===== config.mk =====
export PLATFORM = sky130hd
export DESIGN_NAME = apb_requester_flat
export DESIGN_NICKNAME = d
export VERILOG_FILES = /design/src/rtl/apb_requester_if.sv /design/src/rtl/apb_requester.sv /design/src/flat_wrapper.sv
export SDC_FILE = /design/constraint.sdc
export NUM_CORES = 1
export LEC_CHECK = 0
export ABC_AREA = 1
export BUFFER_PORTS_ARGS = -buffer_cell sky130_fd_sc_hd__buf_2
export CAP_MARGIN = 15
export CORE_MARGIN = 5
export CORE_UTILIZATION = 50
export CTS_CLUSTER_DIAMETER = 30
export DETAILED_ROUTE_END_ITERATION = 10
export PLACE_DENSITY = 0.95
export SLEW_MARGIN = 15
export SYNTH_ARGS = -nofsm -noshare
export SYNTH_HDL_FRONTEND = slang
export SYNTH_SLANG_ARGS = --single-unit

===== constraint.sdc =====
create_clock -name pclk -period 2.7 [get_ports pclk]
set_clock_uncertainty 0.15 [all_clocks]
set_input_delay 0.405 -clock pclk [delete_from_list [all_inputs] [get_ports pclk]]
set_output_delay 0.405 -clock pclk [all_outputs]
set_load 0.005 [all_outputs]

===== src/rtl/apb_requester_if.sv =====
// -----------------------------------------------------------------------------
// apb_requester_if
//
// Bundles the CPU request/response handshake and the APB initiator bus that
// the apb_requester bridges between.
//
// Signal summary:
//   req_valid / req_ready        CPU request handshake
//   req_addr / req_wdata         request byte address and store data
//   req_write / req_strb         1 = store, 0 = load; store byte strobes
//   resp_valid                   one-cycle completion pulse
//   resp_rdata / resp_err        load data and fault flag, valid with resp_valid
//   paddr / pdata / pwrite       APB address, write data, direction
//   pstb                         APB write strobes
//   psel / penable               APB phase controls
//   prdata / pready / perr       APB completer return path
//
// Modports:
//   master : the requester side (drives req_ready, resp_* and p* controls)
//   slave  : the environment side (CPU core plus APB completer)
// -----------------------------------------------------------------------------
interface apb_requester_if #(
    parameter int ADDR_WIDTH = 32,
    parameter int DATA_WIDTH = 32
);
    logic                  req_valid;
    logic                  req_ready;
    logic [ADDR_WIDTH-1:0] req_addr;
    logic [DATA_WIDTH-1:0] req_wdata;
    logic                  req_write;
    logic [3:0]            req_strb;
    logic                  resp_valid;
    logic [DATA_WIDTH-1:0] resp_rdata;
    logic                  resp_err;
    logic [ADDR_WIDTH-1:0] paddr;
    logic [DATA_WIDTH-1:0] pdata;
    logic                  pwrite;
    logic [3:0]            pstb;
    logic                  psel;
    logic                  penable;
    logic [DATA_WIDTH-1:0] prdata;
    logic                  pready;
    logic                  perr;

    modport master (
        input  req_valid, req_addr, req_wdata, req_write, req_strb,
        input  prdata, pready, perr,
        output req_ready, resp_valid, resp_rdata, resp_err,
        output paddr, pdata, pwrite, pstb, psel, penable
    );

    modport slave (
        output req_valid, req_addr, req_wdata, req_write, req_strb,
        output prdata, pready, perr,
        input  req_ready, resp_valid, resp_rdata, resp_err,
        input  paddr, pdata, pwrite, pstb, psel, penable
    );
endinterface


===== src/rtl/apb_requester.sv =====
// -----------------------------------------------------------------------------
// apb_requester
//
// APB initiator: converts single CPU load/store requests into APB SETUP/ACCESS
// transfers, waits for pready, and returns a one-cycle response (resp_valid)
// carrying the captured read data and error flag. Every output is registered.
//
// Ports:
//   pclk   - clock, all logic on the rising edge
//   reset  - synchronous active-high reset
//   bus    - apb_requester_if.master: CPU request/response handshake and the
//            APB bus (paddr/pdata/pwrite/pstb/psel/penable, prdata/pready/perr)
//
// Optional feature (macro APB_REQUESTER_TIMEOUT_EN):
//   When defined, an ACCESS phase that sees pready low for TIMEOUT_CYCLES
//   cycles is aborted and answered with resp_err=1, resp_rdata=0. When not
//   defined, ACCESS waits for pready indefinitely.
// -----------------------------------------------------------------------------
module apb_requester #(
    parameter int ADDR_WIDTH     = 32,
    parameter int DATA_WIDTH     = 32,
    parameter int TIMEOUT_CYCLES = 256
) (
    input  logic                   pclk,
    input  logic                   reset,
    apb_requester_if.master        bus
);

    if (TIMEOUT_CYCLES < 2) begin : g_timeout_check
        $error("apb_requester: TIMEOUT_CYCLES must be at least 2");
    end

    typedef enum logic [1:0] {
        IDLE   = 2'd0,
        SETUP  = 2'd1,
        ACCESS = 2'd2
    } state_t;

    state_t                state_q, state_d;
    logic                  req_ready_q, req_ready_d;
    logic                  psel_q, psel_d;
    logic                  penable_q, penable_d;
    logic [ADDR_WIDTH-1:0] paddr_q, paddr_d;
    logic [DATA_WIDTH-1:0] pdata_q, pdata_d;
    logic                  pwrite_q, pwrite_d;
    logic [3:0]            pstb_q, pstb_d;
    logic                  resp_valid_q, resp_valid_d;
    logic [DATA_WIDTH-1:0] resp_rdata_q, resp_rdata_d;
    logic                  resp_err_q, resp_err_d;

`ifdef APB_REQUESTER_TIMEOUT_EN
    localparam int                 CNT_W   = $clog2(TIMEOUT_CYCLES);
    localparam logic [CNT_W-1:0]   CNT_MAX = CNT_W'(TIMEOUT_CYCLES - 1);
    logic [CNT_W-1:0]              cnt_q, cnt_d;
`endif

    // -------------------------------------------------------------------------
    // Next-state and next-output logic
    // -------------------------------------------------------------------------
    always_comb begin
        // NOTE: every signal written here gets a default first, so no path
        // leaves one unassigned and no latch is inferred.
        state_d      = state_q;
        psel_d       = psel_q;
        penable_d    = penable_q;
        paddr_d      = paddr_q;
        pdata_d      = pdata_q;
        pwrite_d     = pwrite_q;
        pstb_d       = pstb_q;
        resp_valid_d = 1'b0;
        resp_rdata_d = resp_rdata_q;
        resp_err_d   = resp_err_q;
`ifdef APB_REQUESTER_TIMEOUT_EN
        cnt_d        = cnt_q;
`endif

        unique case (state_q)
            IDLE: begin
                // req_ready is always high in IDLE, so req_valid alone accepts.
                if (bus.req_valid) begin
                    state_d   = SETUP;
                    psel_d    = 1'b1;
                    penable_d = 1'b0;
                    paddr_d   = bus.req_addr;
                    pdata_d   = bus.req_wdata;
                    pwrite_d  = bus.req_write;
                    pstb_d    = bus.req_write ? bus.req_strb : 4'b0000;
                end
            end

            SETUP: begin
                state_d   = ACCESS;
                penable_d = 1'b1;
`ifdef APB_REQUESTER_TIMEOUT_EN
                cnt_d     = '0;
`endif
            end

            ACCESS: begin
                // prdata/perr are only meaningful alongside pready.
                if (bus.pready) begin
                    state_d      = IDLE;
                    psel_d       = 1'b0;
                    penable_d    = 1'b0;
                    resp_valid_d = 1'b1;
                    resp_err_d   = bus.perr;
                    resp_rdata_d = pwrite_q ? '0 : bus.prdata;
                end
`ifdef APB_REQUESTER_TIMEOUT_EN
                // pready on the expiry cycle is handled above and wins.
                else if (cnt_q == CNT_MAX) begin
                    state_d      = IDLE;
                    psel_d       = 1'b0;
                    penable_d    = 1'b0;
                    resp_valid_d = 1'b1;
                    resp_err_d   = 1'b1;
                    resp_rdata_d = '0;
                end else begin
                    cnt_d = cnt_q + 1'b1;
                end
`endif
            end

            default: begin
                state_d   = IDLE;
                psel_d    = 1'b0;
                penable_d = 1'b0;
            end
        endcase

        // Registered ready: high exactly when the next cycle is spent in IDLE,
        // which lets a new request in during the resp_valid cycle.
        req_ready_d = (state_d == IDLE);
    end

    // -------------------------------------------------------------------------
    // State and output registers
    // -------------------------------------------------------------------------
    // NOTE: sequential state uses non-blocking assignments so every register
    // samples the pre-edge values, independent of statement order.
    always_ff @(posedge pclk) begin
        if (reset) begin
            state_q      <= IDLE;
            req_ready_q  <= 1'b1;
            psel_q       <= 1'b0;
            penable_q    <= 1'b0;
            paddr_q      <= '0;
            pdata_q      <= '0;
            pwrite_q     <= 1'b0;
            pstb_q       <= 4'b0000;
            resp_valid_q <= 1'b0;
            resp_rdata_q <= '0;
            resp_err_q   <= 1'b0;
`ifdef APB_REQUESTER_TIMEOUT_EN
            cnt_q        <= '0;
`endif
        end else begin
            state_q      <= state_d;
            req_ready_q  <= req_ready_d;
            psel_q       <= psel_d;
            penable_q    <= penable_d;
            paddr_q      <= paddr_d;
            pdata_q      <= pdata_d;
            pwrite_q     <= pwrite_d;
            pstb_q       <= pstb_d;
            resp_valid_q <= resp_valid_d;
            resp_rdata_q <= resp_rdata_d;
            resp_err_q   <= resp_err_d;
`ifdef APB_REQUESTER_TIMEOUT_EN
            cnt_q        <= cnt_d;
`endif
        end
    end

    assign bus.req_ready  = req_ready_q;
    assign bus.psel       = psel_q;
    assign bus.penable    = penable_q;
    assign bus.paddr      = paddr_q;
    assign bus.pdata      = pdata_q;
    assign bus.pwrite     = pwrite_q;
    assign bus.pstb       = pstb_q;
    assign bus.resp_valid = resp_valid_q;
    assign bus.resp_rdata = resp_rdata_q;
    assign bus.resp_err   = resp_err_q;

endmodule

===== src/flat_wrapper.sv =====
// flat-port wrapper written by rule: the top's interface ports become plain ports
module apb_requester_flat 
#(
    parameter int ADDR_WIDTH     = 32,
    parameter int DATA_WIDTH     = 32,
    parameter int TIMEOUT_CYCLES = 256
)
  (pclk, reset, bus_req_valid, bus_req_addr, bus_req_wdata, bus_req_write, bus_req_strb, bus_prdata, bus_pready, bus_perr, bus_req_ready, bus_resp_valid, bus_resp_rdata, bus_resp_err, bus_paddr, bus_pdata, bus_pwrite, bus_pstb, bus_psel, bus_penable);
  apb_requester_if #(.ADDR_WIDTH(ADDR_WIDTH), .DATA_WIDTH(DATA_WIDTH)) bus_i ();
  input  logic pclk;
  input  logic reset;
  input wire logic [$bits(bus_i.req_valid)-1:0] bus_req_valid;
  input wire logic [$bits(bus_i.req_addr)-1:0] bus_req_addr;
  input wire logic [$bits(bus_i.req_wdata)-1:0] bus_req_wdata;
  input wire logic [$bits(bus_i.req_write)-1:0] bus_req_write;
  input wire logic [$bits(bus_i.req_strb)-1:0] bus_req_strb;
  input wire logic [$bits(bus_i.prdata)-1:0] bus_prdata;
  input wire logic [$bits(bus_i.pready)-1:0] bus_pready;
  input wire logic [$bits(bus_i.perr)-1:0] bus_perr;
  output wire logic [$bits(bus_i.req_ready)-1:0] bus_req_ready;
  output wire logic [$bits(bus_i.resp_valid)-1:0] bus_resp_valid;
  output wire logic [$bits(bus_i.resp_rdata)-1:0] bus_resp_rdata;
  output wire logic [$bits(bus_i.resp_err)-1:0] bus_resp_err;
  output wire logic [$bits(bus_i.paddr)-1:0] bus_paddr;
  output wire logic [$bits(bus_i.pdata)-1:0] bus_pdata;
  output wire logic [$bits(bus_i.pwrite)-1:0] bus_pwrite;
  output wire logic [$bits(bus_i.pstb)-1:0] bus_pstb;
  output wire logic [$bits(bus_i.psel)-1:0] bus_psel;
  output wire logic [$bits(bus_i.penable)-1:0] bus_penable;
  assign bus_i.req_valid = bus_req_valid;
  assign bus_i.req_addr = bus_req_addr;
  assign bus_i.req_wdata = bus_req_wdata;
  assign bus_i.req_write = bus_req_write;
  assign bus_i.req_strb = bus_req_strb;
  assign bus_i.prdata = bus_prdata;
  assign bus_i.pready = bus_pready;
  assign bus_i.perr = bus_perr;
  assign bus_req_ready = bus_i.req_ready;
  assign bus_resp_valid = bus_i.resp_valid;
  assign bus_resp_rdata = bus_i.resp_rdata;
  assign bus_resp_err = bus_i.resp_err;
  assign bus_paddr = bus_i.paddr;
  assign bus_pdata = bus_i.pdata;
  assign bus_pwrite = bus_i.pwrite;
  assign bus_pstb = bus_i.pstb;
  assign bus_psel = bus_i.psel;
  assign bus_penable = bus_i.penable;
  apb_requester #(.ADDR_WIDTH(ADDR_WIDTH), .DATA_WIDTH(DATA_WIDTH), .TIMEOUT_CYCLES(TIMEOUT_CYCLES)) u_core (.pclk(pclk), .reset(reset), .bus(bus_i));
endmodule

Yosys cells after proc, flatten, opt, wreduce, memory -nomap -nowiden --
Index checks and enable logic that the tools add are counted.
Word-level totals: bits in registers 108, bits of input ports 106, output and inout port bits 106, word-level logic and storage cells 35
Operators by class: equality and inequality tests 4, mux-type cells 11, bitwise logic cells 2, reductions and logical operators 7
Operators by type and width (count):
- 32-bit two-way mux | 1
- 1-bit one-hot mux with 3 select lines | 2
- 2-bit one-hot mux with 3 select lines | 1
- 2-bit AND reduction | 3
- 2-bit zero test | 2
- 1-bit two-way mux | 4
- 2-bit two-way mux | 2
- 4-bit two-way mux | 1
- 2-bit inequality test, second input constant | 2
- 3-bit AND reduction | 1
- 2-bit by 1-bit equality test with 1-bit output, second input constant | 1
- 2-bit equality test, second input constant | 1
- 1-bit inverter | 2
- 2-bit OR reduction | 1

Depth between registers and ports, before layout --
Gate-level depths: netlist of the first run.
depth after elaboration 3, depth in mapped cells 7, mapped depth without buffers 5

Worst setup path after synthesis of the first run --
OpenSTA, ideal clock, no wires.
path type input-to-reg, start point input port bus_req_valid, end point register u_core.psel_q (netlist: u_core.bus.psel), library setup time 0.112 ns, arrival time 1.087 ns, required time 2.438 ns, setup slack 1.351 ns, stages on the path 7, buffers on the path 2, path through buf_2 buf_2 inv_1 o21ai_0 nand2_1 nand2_1 nand2_1
On the way: longest elaborated chain between the ends 2
Ends and longest elaborated chain:
- start: declaration | RTL line flat_wrapper.sv:12 | input wire logic [$bits(bus_i.req_valid)-1:0] bus_req_valid;
- 2-bit inequality test (no source line)
- 3-bit AND reduction (no source line)
- end signal: assignment | RTL line apb_requester.sv:160 | psel_q <= psel_d;
- end: declaration | RTL line apb_requester.sv:41 | logic psel_q, psel_d;
No other way between the ends. A chain may end at the register's enable or synchronous reset.

Final worst setup path of the first run --
start point register u_core.state_q[1], end point register u_core.resp_rdata_q[28] (netlist: u_core.bus.resp_rdata[28])
On the way: longest elaborated chain between the ends 2
Ends and longest elaborated chain:
- start: declaration | RTL line apb_requester.sv:39 | state_t state_q, state_d;
- start signal: assignment | RTL line apb_requester.sv:158 | state_q <= state_d;
- 2-bit equality test | RTL line apb_requester.sv:77 | unique case (state_q)
- 2-bit AND reduction (no source line)
- end signal: assignment | RTL line apb_requester.sv:167 | resp_rdata_q <= resp_rdata_d;
- end: declaration | RTL line apb_requester.sv:48 | logic [DATA_WIDTH-1:0] resp_rdata_q, resp_rdata_d;
No other way between the ends.

==> out/results.txt, run 1 <==
Status - complete, no violations
Crit share post-route - 0.676
GP Congestion - 0.801
Synth warn - 0
Pwr Total - 0.00321 W
DRT Pass-1 Iters - 5
Clk sinks - 108
Clock transition at the registers of the reported paths - 100 ps
Vias in the first global route - 4159
Fmax achieved - 548 MHz
Cts hold-fix bufs - 0
Total CTS buffers - 9
Initial core utilization - 0.515
Crit Path Max Fanout - 34
CP Launch Type - flop
Fin nets - 911
WP data required - 2850 ps
Drt wl/cell - 13.0 um
Most frequent cells in the layout - buf_2 (211), nor2_1 (164), nand2_1 (143)
Largest net degree at the start of global routing - 71
Sum of negative setup slack - 0 ps
Synth Flop Type - dfxtp_1
Power Dens Cells - 563 nW/um^2
Die Wd - 105 um
Via density - 4.94
Final Hold Viols - 0
Detail Route Antenna Nets - 0
Die area - 11000 sq um
Longest Clk Path Bufs - 2
Yosys cell types - 20
Antenna violations before repair - 0
DP HPWL - 8760 um
Area growth from synthesis to layout - 26.3%
Layout cell share with drive strength beyond 1 - 0.293
Async S/R FF share, synth - 0
Final Util - 0.651
Max cap viols - 0
Critical path arrival - 1970 ps
Endpoints failing setup - 0
1st-iter DRT viols - 210
Placed cell areas - 5520 sq um
Rows - 34
Post-layout min period - 1820 ps
Setup CP Type - reg2reg
I/O pin total - 212
Htree depth - 3
Commonest non-fill, non-tap cell in the layout - buf_2
Worst min path class - in2reg
Total routed wirelength - 11900 um
Area of the mapped netlist - 4520 sq um
CTS root buf - clkbuf_8
Total grt overflow - 0
Syn_area_per_cell - 7.28 sq um
Post-route cell area - 5700 sq um
Cells after synthesis - 620
Worst slew pin tran - 712 ps
Post-synth EDFFs - 0
Fraction of the yosys area taken by sequential cells - 0.479
First-pass GRT wire length - 19700 um
Seq cells post-synth - 108
PostCTS Resize Cnt - 0
DRC - 0
Core area - 8760 sq um
Total GRT Usage - 0.213
Maximum vdd drop - 298 uV
Skew-Pair Late Insertion Delay - 340 ps
Cell leakage power - 3.18 nW
Slew margin rel. - 0.525
DIE HEIGHT - 105 um
Syn nets - 726
RSZ-0062 raised after global routing - false
Post-CTS Setup Inserts - 0
Max-slew violations - 0
ANT cells - 0
DR vias - 4529
Port-buffer cells - 211
CTS tree - yes
CP endpoint kind - flop
-- worst max-delay path, stage by stage (launching register included) --
cell and delay, ps:
dfxtp_1 560, nand3_4 390, nor2_4 170, buf_4 320, nand2_1 100, nand2_1 70
-- per-layer routing --
metal	wire length [um]	global-route usage	vias up
met1	4870	0.272	2015
met3	1260	0.0734	20
met2	5540	0.340	229
met5	0	0	-
li1	-	-	2265
met4	272	0.0639	0
-- where the power goes --
part / internal [W] / switching, W / total, W
Combinational: 0.000241 / 0.000300 / 0.000541
Sequential: 0.00170 / 0.0000576 / 0.00175
Clock: 0.000419 / 0.000494 / 0.000914
Total: 0.00236 / 0.000852 / 0.00321
-- registers in the layout (all words and copies together), names as in the netlist --
register	cells
u_core.bus.resp_valid	1
u_core.bus.pwrite	1
u_core.bus.pstb	4
u_core.bus.pdata	32
u_core.bus.penable	1
u_core.bus.resp_rdata	32
u_core.bus.psel	1
u_core.bus.req_ready	1
u_core.state_q	2
u_core.bus.paddr	32
u_core.bus.resp_err	1
-- Yosys cell counts (2+ instances only) --
cell type	number	area, sq um
buf_1	6	22.5
o21ai_0	2	10.0
nor2_1	164	616
clkbuf_1	14	52.6
a21oi_1	7	35.0
inv_2	2	7.51
inv_1	42	158
nand2_1	143	537
dfxtp_1	108	2160
nand3b_1	64	480
buf_2	14	70.1
buf_6	8	90.1
nand3_1	39	195
-- area by class of cell --
type                            instances  area, sq um
Timing Repair Buffer                  217         1110
Clock inverter                          4         52.6
Inverter                               45          171
Tap cell                              108          135
Multi-Input combinational cell        424         1940
Sequential cell                       108         2160
Clock buffer                           10          128
Fill cell                             753         3060
-- per-stage QoR --
step | hold slack (ps) | setup WS, ps | cells
6_report | 197 | 875 | 916
5_1_grt | 165 | 708 | 916
4_1_cts | 164 | 869 | 916
3_5_place_dp | 300 | 884 | 902
3_3_place_gp | 297 | 943 | 902
2_1_floorplan | 307 | 1350 | 620
-- cells by family (layout without fill, tap and decap cells) --
| group | count (synthesis) | after routing | synth area share |
|---|---|---|---|
| compound gates | 9 | 9 | 0.00997 |
| buf+inv | 88 | 276 | 0.0917 |
| flops | 108 | 108 | 0.479 |
| simple gates | 415 | 415 | 0.420 |
-- worst paths after layout --
kind	startpoint	end	slack (ps)	depth (start not counted)
setup / recovery	u_core.state_q[1]	u_core.bus.resp_rdata[28]	880	5
hold / removal	bus_prdata[26]	u_core.bus.resp_rdata[26]	200	5
setup reg to reg	u_core.state_q[1]	u_core.bus.resp_rdata[28]	880	5
hold reg to reg	u_core.bus.pstb[2]	u_core.bus.pstb[2]	310	2
(Power assumes the default switching activity.)
==> run 2: changes to the inputs <==
Settings changed: CORE_UTILIZATION 50 to 47, PLACE_DENSITY 0.95 to 0.91.
Clock period 2.7 ns to 1.7 ns, I/O delays scaled along.
==> out/results.txt, run 2 (synthesis gave the netlist of run 1 again) <==
CTS tree - yes (unchanged)
Maximum vdd drop - 447 uV (was 298 uV)
Uppermost layer routed - met4 (unchanged)
Clk sinks - 108 (unchanged)
Met2 wire length - 5650 um (was 5540 um)
Via density - 4.69 (was 4.94)
Die area - 11700 sq um (was 11000 sq um)
Post-layout min period - 1580 ps
Slack of the critical path - 116 ps (was 875 ps)
M1 wire length - 5130 um (was 4870 um)
CTS root buf - clkbuf_8 (unchanged)
Crit Path Max Fanout - 11 (was 34)
Total grt overflow - 0 (unchanged)
Final Hold Viols - 0 (unchanged)
CP max-delay cell - dfxtp_1 (unchanged)
Initial core utilization - 0.486 (was 0.515)
DP HPWL - 8680 um (was 8760 um)
DRC - 0 (unchanged)
Setup crit start - u_core.bus.pwrite (was u_core.state_q[1])
1st-iter DRT viols - 186 (was 210)
Status - complete, no violations (unchanged)
Cts hold-fix bufs - 0 (unchanged)
I/O pin total - 212 (unchanged)
Fmax achieved - 632 MHz
Wire length on met3 - 1100 um (was 1260 um)
DR vias - 4432 (was 4529)
GP Congestion - 0.794 (was 0.801)
Critical path arrival - 1180 ps (was 1970 ps)
WP buf/inv - 1 (unchanged)
Slew margin rel. - 0.688 (was 0.525)
Htree depth - 3 (unchanged)
DIE HEIGHT - 108 um (was 105 um)
Most frequent cells in the layout - buf_2 (211), nor2_1 (164), nand2_1 (143) (unchanged)
Endpoints failing setup - 0 (unchanged)
Vias in the first global route - 4075 (was 4159)
Largest net degree at the start of global routing - 70 (was 71)
Rows - 35 (was 34)
Worst slew pin tran - 468 ps (was 712 ps)
Final Util - 0.629 (was 0.651)
Sum of negative setup slack - 0 ps (unchanged)
Commonest non-fill, non-tap cell in the layout - buf_2 (unchanged)
Max-slew violations - 0 (unchanged)
First-pass GRT wire length - 19300 um (was 19700 um)
Hold wc startpoint - bus_perr (was bus_prdata[26])
ANT cells - 0 (unchanged)
Area growth from synthesis to layout - 29.3% (was 26.3%)
Crit share post-route - 0.931
Antenna violations before repair - 0 (unchanged)
WP data required - 1290 ps (was 2850 ps)
Cell leakage power - 3.24 nW (was 3.18 nW)
Setup CP Type - reg2out (was reg2reg)
Clock transition at the registers of the reported paths - 100 ps (about the same)
Post-CTS Setup Inserts - 0 (unchanged)
RSZ-0062 raised after global routing - false (unchanged)
CP endpoint kind - output port (was flop)
Skew-Pair Late Insertion Delay - 350 ps (was 340 ps)
DRT Pass-1 Iters - 4 (was 5)
Worst slack, placed - 247 ps (was 884 ps)
Die Wd - 108 um (was 105 um)
Drt wl/cell - 12.7 um (was 13.0 um)
FF-to-FF Start - u_core.state_q[1] (unchanged)
Core area - 9280 sq um (was 8760 sq um)
Worst min path class - in2reg (unchanged)
Longest Clk Path Bufs - 2 (unchanged)
Layout cell share with drive strength beyond 1 - 0.298 (was 0.293)
Port-buffer cells - 211 (unchanged)
Critical path's top delay family - flip-flops (was simple AND/OR/NAND/NOR gates)
Total routed wirelength - 12000 um (was 11900 um)
CP Launch Type - flop (unchanged)
PostCTS Resize Cnt - 0 (unchanged)
Crit-path max cell delay - 620 ps (was 560 ps)
Fin nets - 916 (was 911)
Detail Route Antenna Nets - 0 (unchanged)
Total GRT Usage - 0.202 (was 0.213)
Worst path cell trace - buf_2 (was nand3_4 -> nor2_4 -> buf_4 -> nand2_1 -> nand2_1)
Max cap viols - 0 (unchanged)
Total CTS buffers - 9 (unchanged)
Power Dens Cells - 873 nW/um^2 (was 563 nW/um^2)
Pwr Total - 0.00510 W (was 0.00321 W)
run 2: layer usage:
| layer | GRT usage | up-vias |
|---|---|---|
| met2 | 0.343 | 171 |
| li1 | - | 2279 |
| met5 | 0 | - |
| met4 | 0.0469 | 0 |
| met3 | 0.0597 | 8 |
| met1 | 0.253 | 1974 |
run 2: cell type report:
class                   instances  area, sq um
clock buffers                  12          145
repair buffers                222         1230
clock inverters                 4         32.5
inverters                      45          171
flip-flops and latches        108         2160
multi-input cells             424         1940
well taps                     129          161
fillers                       856         3450
run 2: through the flow:
step	hold slack, ps	instance area, sq um	std cells
6_report	41.7	5840	944
3_5_place_dp	303	5660	928
2_1_floorplan	270	4520	620
4_1_cts	18.6	5840	944
5_1_grt	33.1	5840	944
3_3_place_gp	304	5660	928
run 2: worst min-delay path, stage by stage:
cell and delay (ps):
buf_2 90, nand4_1 80, a21oi_1 70
run 2: worst paths after layout:
kind	endpoint	slack, ps	cells after the start
max	bus_pwrite	120	1
min	u_core.bus.resp_err	40	3
max reg2reg	u_core.bus.paddr[16]	230	6
min reg2reg	u_core.bus.resp_rdata[5]	320	2
run 2: where the power goes:
part	switching, W	internal, W	total, W
logic	0.000478	0.000412	0.000890
registers	0.0000909	0.00270	0.00279
clock network	0.000837	0.000584	0.00142
total	0.00141	0.00369	0.00510
